**config.mk**
```make
export PLATFORM = sky130hd
export DESIGN_NAME = noc_fifo_rr_arb
export DESIGN_NICKNAME = d
export VERILOG_FILES = /design/src/rtl/noc_pkg.sv /design/src/rtl/noc_rr_pick.sv /design/src/rtl/noc_fifo_rr_arb.sv
export SDC_FILE = /design/constraint.sdc
export NUM_CORES = 1
export LEC_CHECK = 0
export CORE_UTILIZATION = 28
export DETAILED_ROUTE_END_ITERATION = 10
export PLACE_DENSITY = 0.8
export SLEW_MARGIN = 10
export SYNTH_ARGS = -nofsm -noshare
export SYNTH_HDL_FRONTEND = slang
export SYNTH_SLANG_ARGS = --single-unit
```
**constraint.sdc**
```tcl
create_clock -name clk -period 2.93 [get_ports clk]
set_input_delay 0.586 -clock clk [delete_from_list [all_inputs] [get_ports clk]]
set_output_delay 0.586 -clock clk [all_outputs]
set_load 0.02 [all_outputs]
```
**src/rtl/noc_pkg.sv**
```systemverilog
// Shared NoC switch definitions: arbiter state encoding and default geometry.
package noc_pkg;

   typedef enum logic {
      ARB_IDLE = 1'b0,
      ARB_LOCK = 1'b1
   } arb_state_e;

   localparam int NOC_NREQ = 4;
   localparam int NOC_WID  = 32;

endpackage

```
**src/rtl/noc_rr_pick.sv**
```systemverilog
// Combinational round-robin picker: returns the first set request after
// last_gnt_i, wrapping modulo N.
module noc_rr_pick
   import noc_pkg::*;
#(
   parameter int N  = NOC_NREQ,
   parameter int IW = (N > 1) ? $clog2(N) : 1
) (
   input  logic [N-1:0]  req_i,
   input  logic [IW-1:0] last_gnt_i,
   output logic          valid_o,
   output logic [IW-1:0] idx_o
);

   int unsigned   j;
   logic [IW-1:0] jj;

   always_comb begin
      valid_o = 1'b0;
      idx_o   = '0;
      j       = 0;
      jj      = '0;
      // Visit last_gnt+1 first so the previous winner is checked last.
      for (int k = 1; k <= N; k++) begin
         j  = (int'(last_gnt_i) + k) % N;
         jj = IW'(j);
         if (!valid_o && req_i[jj]) begin
            valid_o = 1'b1;
            idx_o   = jj;
         end
      end
   end

endmodule

```
**src/rtl/noc_fifo_rr_arb.sv**
```systemverilog
// Packet-locked round-robin merge of NREQ upstream FIFOs into one downstream FIFO.
// Define ARB_TIMEOUT_EN to force-release a lock stalled for TIMEOUT cycles.
module noc_fifo_rr_arb
   import noc_pkg::*;
#(
   parameter int WID     = NOC_WID,
   parameter int NREQ    = NOC_NREQ,
   parameter int IDW     = (NREQ > 1) ? $clog2(NREQ) : 1,
   parameter int TIMEOUT = 255
) (
   input  logic                clk,
   input  logic                rst,
   input  logic                softreset,
   input  logic [NREQ-1:0]     in_empty,
   input  logic [NREQ*WID-1:0] in_data,
   input  logic [NREQ-1:0]     in_last,
   output logic [NREQ-1:0]     in_readout,
   input  logic                out_full,
   output logic                out_vld,
   output logic [WID-1:0]      out_data,
   output logic                out_last,
   output logic [IDW-1:0]      out_id,
   output logic                busy,
   output logic                timeout_err
);

   arb_state_e     state_q, state_d;
   logic [IDW-1:0] lock_id_q, lock_id_d;
   logic [IDW-1:0] last_gnt_q, last_gnt_d;

   logic           pick_vld;
   logic [IDW-1:0] pick_idx;
   logic [IDW-1:0] sel;
   logic           src_ok;
   logic           xfer;
   logic           force_rel;
   logic [WID-1:0] data_arr [NREQ];

   noc_rr_pick #(
      .N  (NREQ),
      .IW (IDW)
   ) u_pick (
      .req_i      (~in_empty),
      .last_gnt_i (last_gnt_q),
      .valid_o    (pick_vld),
      .idx_o      (pick_idx)
   );

   always_comb begin
      for (int i = 0; i < NREQ; i++) begin
         data_arr[i] = in_data[i*WID +: WID];
      end
   end

   // While locked only the owner is eligible; reset and softreset block any pop.
   always_comb begin
      state_d    = state_q;
      lock_id_d  = lock_id_q;
      last_gnt_d = last_gnt_q;
      sel        = (state_q == ARB_LOCK) ? lock_id_q : pick_idx;
      src_ok     = (state_q == ARB_LOCK) ? !in_empty[sel] : pick_vld;
      xfer       = src_ok && !out_full && !softreset && !rst && !force_rel;

      if (xfer) begin
         last_gnt_d = sel;
         if (state_q == ARB_IDLE && !in_last[sel]) begin
            state_d   = ARB_LOCK;
            lock_id_d = sel;
         end else if (state_q == ARB_LOCK && in_last[sel]) begin
            state_d = ARB_IDLE;
         end
      end
      if (force_rel) begin
         state_d = ARB_IDLE;
      end
   end

   always_comb begin
      for (int i = 0; i < NREQ; i++) begin
         in_readout[i] = xfer && (sel == IDW'(i));
      end
   end

   assign out_vld  = xfer;
   assign out_data = data_arr[sel];
   assign out_last = in_last[sel];
   assign out_id   = sel;
   assign busy     = (state_q == ARB_LOCK);

   always_ff @(posedge clk or posedge rst) begin
      if (rst) begin
         state_q    <= ARB_IDLE;
         lock_id_q  <= '0;
         last_gnt_q <= IDW'(NREQ - 1);
      end else if (softreset) begin
         state_q    <= ARB_IDLE;
         lock_id_q  <= '0;
         last_gnt_q <= IDW'(NREQ - 1);
      end else begin
         state_q    <= state_d;
         lock_id_q  <= lock_id_d;
         last_gnt_q <= last_gnt_d;
      end
   end

`ifdef ARB_TIMEOUT_EN
   localparam int SCW = ($clog2(TIMEOUT + 1) > 8) ? $clog2(TIMEOUT + 1) : 8;

   logic [SCW-1:0] stall_cnt_q, stall_cnt_d;
   logic           timeout_err_q;

   assign force_rel = (state_q == ARB_LOCK) && (stall_cnt_q == SCW'(TIMEOUT));

   // Only an empty owner counts as a stall; downstream back-pressure does not.
   always_comb begin
      stall_cnt_d = stall_cnt_q;
      if (state_q != ARB_LOCK || force_rel || xfer) begin
         stall_cnt_d = '0;
      end else if (in_empty[lock_id_q]) begin
         stall_cnt_d = stall_cnt_q + 1'b1;
      end
   end

   always_ff @(posedge clk or posedge rst) begin
      if (rst) begin
         stall_cnt_q   <= '0;
         timeout_err_q <= 1'b0;
      end else if (softreset) begin
         stall_cnt_q   <= '0;
         timeout_err_q <= 1'b0;
      end else begin
         stall_cnt_q   <= stall_cnt_d;
         timeout_err_q <= force_rel;
      end
   end

   assign timeout_err = timeout_err_q;
`else
   logic unused_timeout;

   assign force_rel      = 1'b0;
   assign timeout_err    = 1'b0;
   assign unused_timeout = (TIMEOUT == 0);
`endif

endmodule

```
==> flow_summary.json <==
{
  "drc": 0,
  "io_pins": 182,
  "grt_pass1_vias": 2971,
  "cp-end-kind": "output pin",
  "clock_path_buffers": 2,
  "hold_viol": 0,
  "cts_sinks": 5,
  "path_class": "primary input to output pin",
  "period_share_pct": 104.8,
  "clock_latency_ns": 0.22,
  "place_area_mm2": 0.004019,
  "core_area_mm2": 0.005473,
  "viasPerCell": 5.523,
  "vias": 3170,
  "antenna_found_initial": 0,
  "dieArea_mm2": 0.005962,
  "grt_pass1_wl_um": 13910,
  "synth_nets": 431,
  "hold-path-endpoint": "lock_id_q[1]$_DFFE_PP0P_",
  "ys_ff_latch": 5,
  "wirelength_um": 10320,
  "drive_above_1_share_pct": 33.27,
  "rsz0062_at_grt": "yes",
  "hold_start": "lock_id_q[1]$_DFFE_PP0P_",
  "multi_input_area_mm2": 0.001946,
  "worst_slack_ns": -0.1393,
  "cts_buffers": 3,
  "final-setup-viol-count": 36,
  "gp_congestion": 0.9717,
  "yosys-top-cells-count": "nand2_1 (134), a31oi_1 (34), and3_1 (32)",
  "r2r-start": "last_gnt_q[0]$_DFFE_PP1P_",
  "cts_tree": "yes",
  "synth_largest_area_cell": "nand2_1",
  "ff2ff_path_depth": 9,
  "leakagePower_nw": 1.929,
  "r2r_slack_ns": 0.27,
  "slowest_delay_ns": 0.49,
  "yosysWarnings": 0,
  "fin_nets": 643,
  "post-synth-top-count-cell": "nand2_1",
  "reg2reg_to": "lock_id_q[1]$_DFFE_PP0P_",
  "hold_depth": 2,
  "ff_latch_area_um2": 127.6,
  "grt_overflow": 0,
  "die_h_um": 77.22,
  "fp-row-count": 27,
  "final_max_slew_viol_count": 0,
  "syn_inst": 291,
  "firstDrtPassIters": 5,
  "fin_area_mm2": 0.004677,
  "num-fill-cells": 323,
  "powerDensity_mw_per_mm2": 602.5,
  "synthFlopType": "dfrtp_1",
  "synth_cell_types": 41,
  "cp.depth": 8,
  "grt_max_degree": 33,
  "start_kind": "primary input",
  "synth_edf_count": 0,
  "postCtsHoldBufs": 0,
  "avgSynthCellArea_um2": 5.443,
  "drv_cap": 0,
  "postRouteAntennaNets": 0,
  "io_buffers": 180,
  "min_path_type": "flip-flop to flip-flop",
  "power_mw": 2.818,
  "crit_path_frequent_cell": "buf_4",
  "initial_core_util_pct": 28.94,
  "violations": "setup timing",
  "status": "complete, but fails checks",
  "area_growth_pct": 195.3,
  "crit_path_top_delay_cell": "a311o_2",
  "cts_max_level": 1,
  "synth_top_area_share_pct": 31.75,
  "finalClockSkew_ns": 0.0002464,
  "worstPathCellList": "buf_4 -> nand2b_4 -> a311o_1 -> a311o_2 -> buf_4 -> buf_6 -> nor4_4 -> buf_4",
  "grt_usage_pct": 28.73,
  "max_freq_mhz": 325.8,
  "path_delay_family": "compound AO/OA/AOI/OAI gates",
  "syn_area_mm2": 0.001584,
  "wl_per_cell_um": 17.98,
  "critPathBufInv": 4,
  "peakVddDrop_uv": 428.6,
  "synthArstFlopShare_pct": 100.0,
  "synthTopCellsByArea": "nand2_1 (32%), a31oi_1 (13%), and3_1 (13%)",
  "fin_crit_ns": 3.069,
  "cts-root-buf": "clkbuf_8",
  "crit_fanout": 5,
  "antennaDiodeCount": 0,
  "post-dp-hpwl_um": 6385,
  "drt-initial-drc-count": 147,
  "die_w_um": 77.22,
  "yosysSeqAreaShare_pct": 8.057,
  "required_ns": 2.34,
  "clkSlewWorstSetupHoldPaths_ns": 0.03,
  "arrival_ns": 2.48
}
-- where the power goes --
group          internal (mW)  total (mW)  switching [mW]  leakage (nW)
registers             0.0800      0.0930          0.0130        0.0623
logic                   1.30        2.60            1.29          1.84
clock network         0.0935       0.128          0.0347        0.0228
-- through the flow --
stage / std cells / hold WS [ns] / TNS, ns / setup WS, ns / utilization [%]
2_1_floorplan: 291 / 0.3631 / -1.532 / -0.08297 / -
3_3_place_gp: 549 / 0.5337 / -32.56 / -0.8988 / 73.43
3_5_place_dp: 549 / 0.5671 / -34.46 / -0.9170 / 73.43
4_1_cts: 565 / 0.5717 / -0.1073 / -0.04209 / 77.62
5_1_grt: 574 / 0.6061 / -4.828 / -0.1859 / 85.46
6_report: 574 / 0.5654 / -3.194 / -0.1393 / 85.46
-- state kept, by name, indices dropped and copies added (netlist names) --
register    cells
last_gnt_q      2
lock_id_q       2
busy            1
-- worst max path at each step --
stage	from	endpoint	slack, ns
2_1_floorplan	in_empty[1]	in_readout[2]	-0.08
3_3_place_gp	in_empty[1]	out_data[1]	-0.90
3_5_place_dp	in_empty[1]	out_vld	-0.92
4_1_cts	last_gnt_q[0]$_DFFE_PP1P_	out_vld	-0.04
5_1_grt	in_empty[1]	in_readout[3]	-0.19
6_report	in_empty[1]	in_readout[3]	-0.14
-- worst reg2reg max path: stages, from the launching register on --
cell	delay, ns
dfstp_2	0.59
inv_2	0.09
a311o_1	0.32
a311o_2	0.49
buf_6	0.18
a21oi_2	0.12
a32oi_2	0.08
buf_4	0.17
or3_4	0.38
mux2i_1	0.13
-- cell families (layout without fill, tap and decap cells) --
family | count (synthesis) | in the layout | share of synthesized area [%]
and+or+nand+nor | 190 | 190 | 53.95
DFF | 5 | 5 | 8.057
AOI/OAI and AO/OA | 55 | 56 | 23.85
buffers and inverters | 35 | 245 | 9.952
other | 1 | 1 | 0.2367
muxes | 5 | 5 | 3.949
-- what timing repair did --
action,CTS,global route
resized for setup,253,68
cloned,4,3
buffers inserted,8,8
pin swaps,6,6
endpoints found under the setup margin,42,39
-- layout by cell type, fill, tap and decap left out, types with 2 or more instances in the layout --
cell and n:
clkbuf_16 3, buf_4 36, dfrtp_1 3, and3_4 7
nor4_4 2, mux2i_1 4, a31oi_4 31, clkbuf_8 3
buf_2 3, nand3b_1 2, buf_6 46, dfstp_2 2
and3_1 25, nand2b_1 4, o21ai_0 2, clkdlybuf4s50_1 136
o21ai_1 2, inv_2 2, nand2_1 133, nor2_1 3
nor4_2 2, a31oi_2 2, a311o_2 2, buf_12 9
nor2b_1 4, inv_1 3, nor3_1 2
-- per-layer routing --
| metal | wire length, µm | track usage [%] |
|---|---|---|
| met1 | 3599 | 30.92 |
| met2 | 5521 | 54.16 |
| met3 | 819 | 5.000 |
| met4 | 380 | 12.26 |
| met5 | 0 | 0 |
-- layout make-up --
cell class	instances	share of cell area, %
sequential	5	2.729
clock buffer	4	0.9631
multi-input combinational	252	41.60
timing repair buffer	235	52.03
tap	72	1.926
inverter	6	0.7491
(Power assumes the default switching activity.)
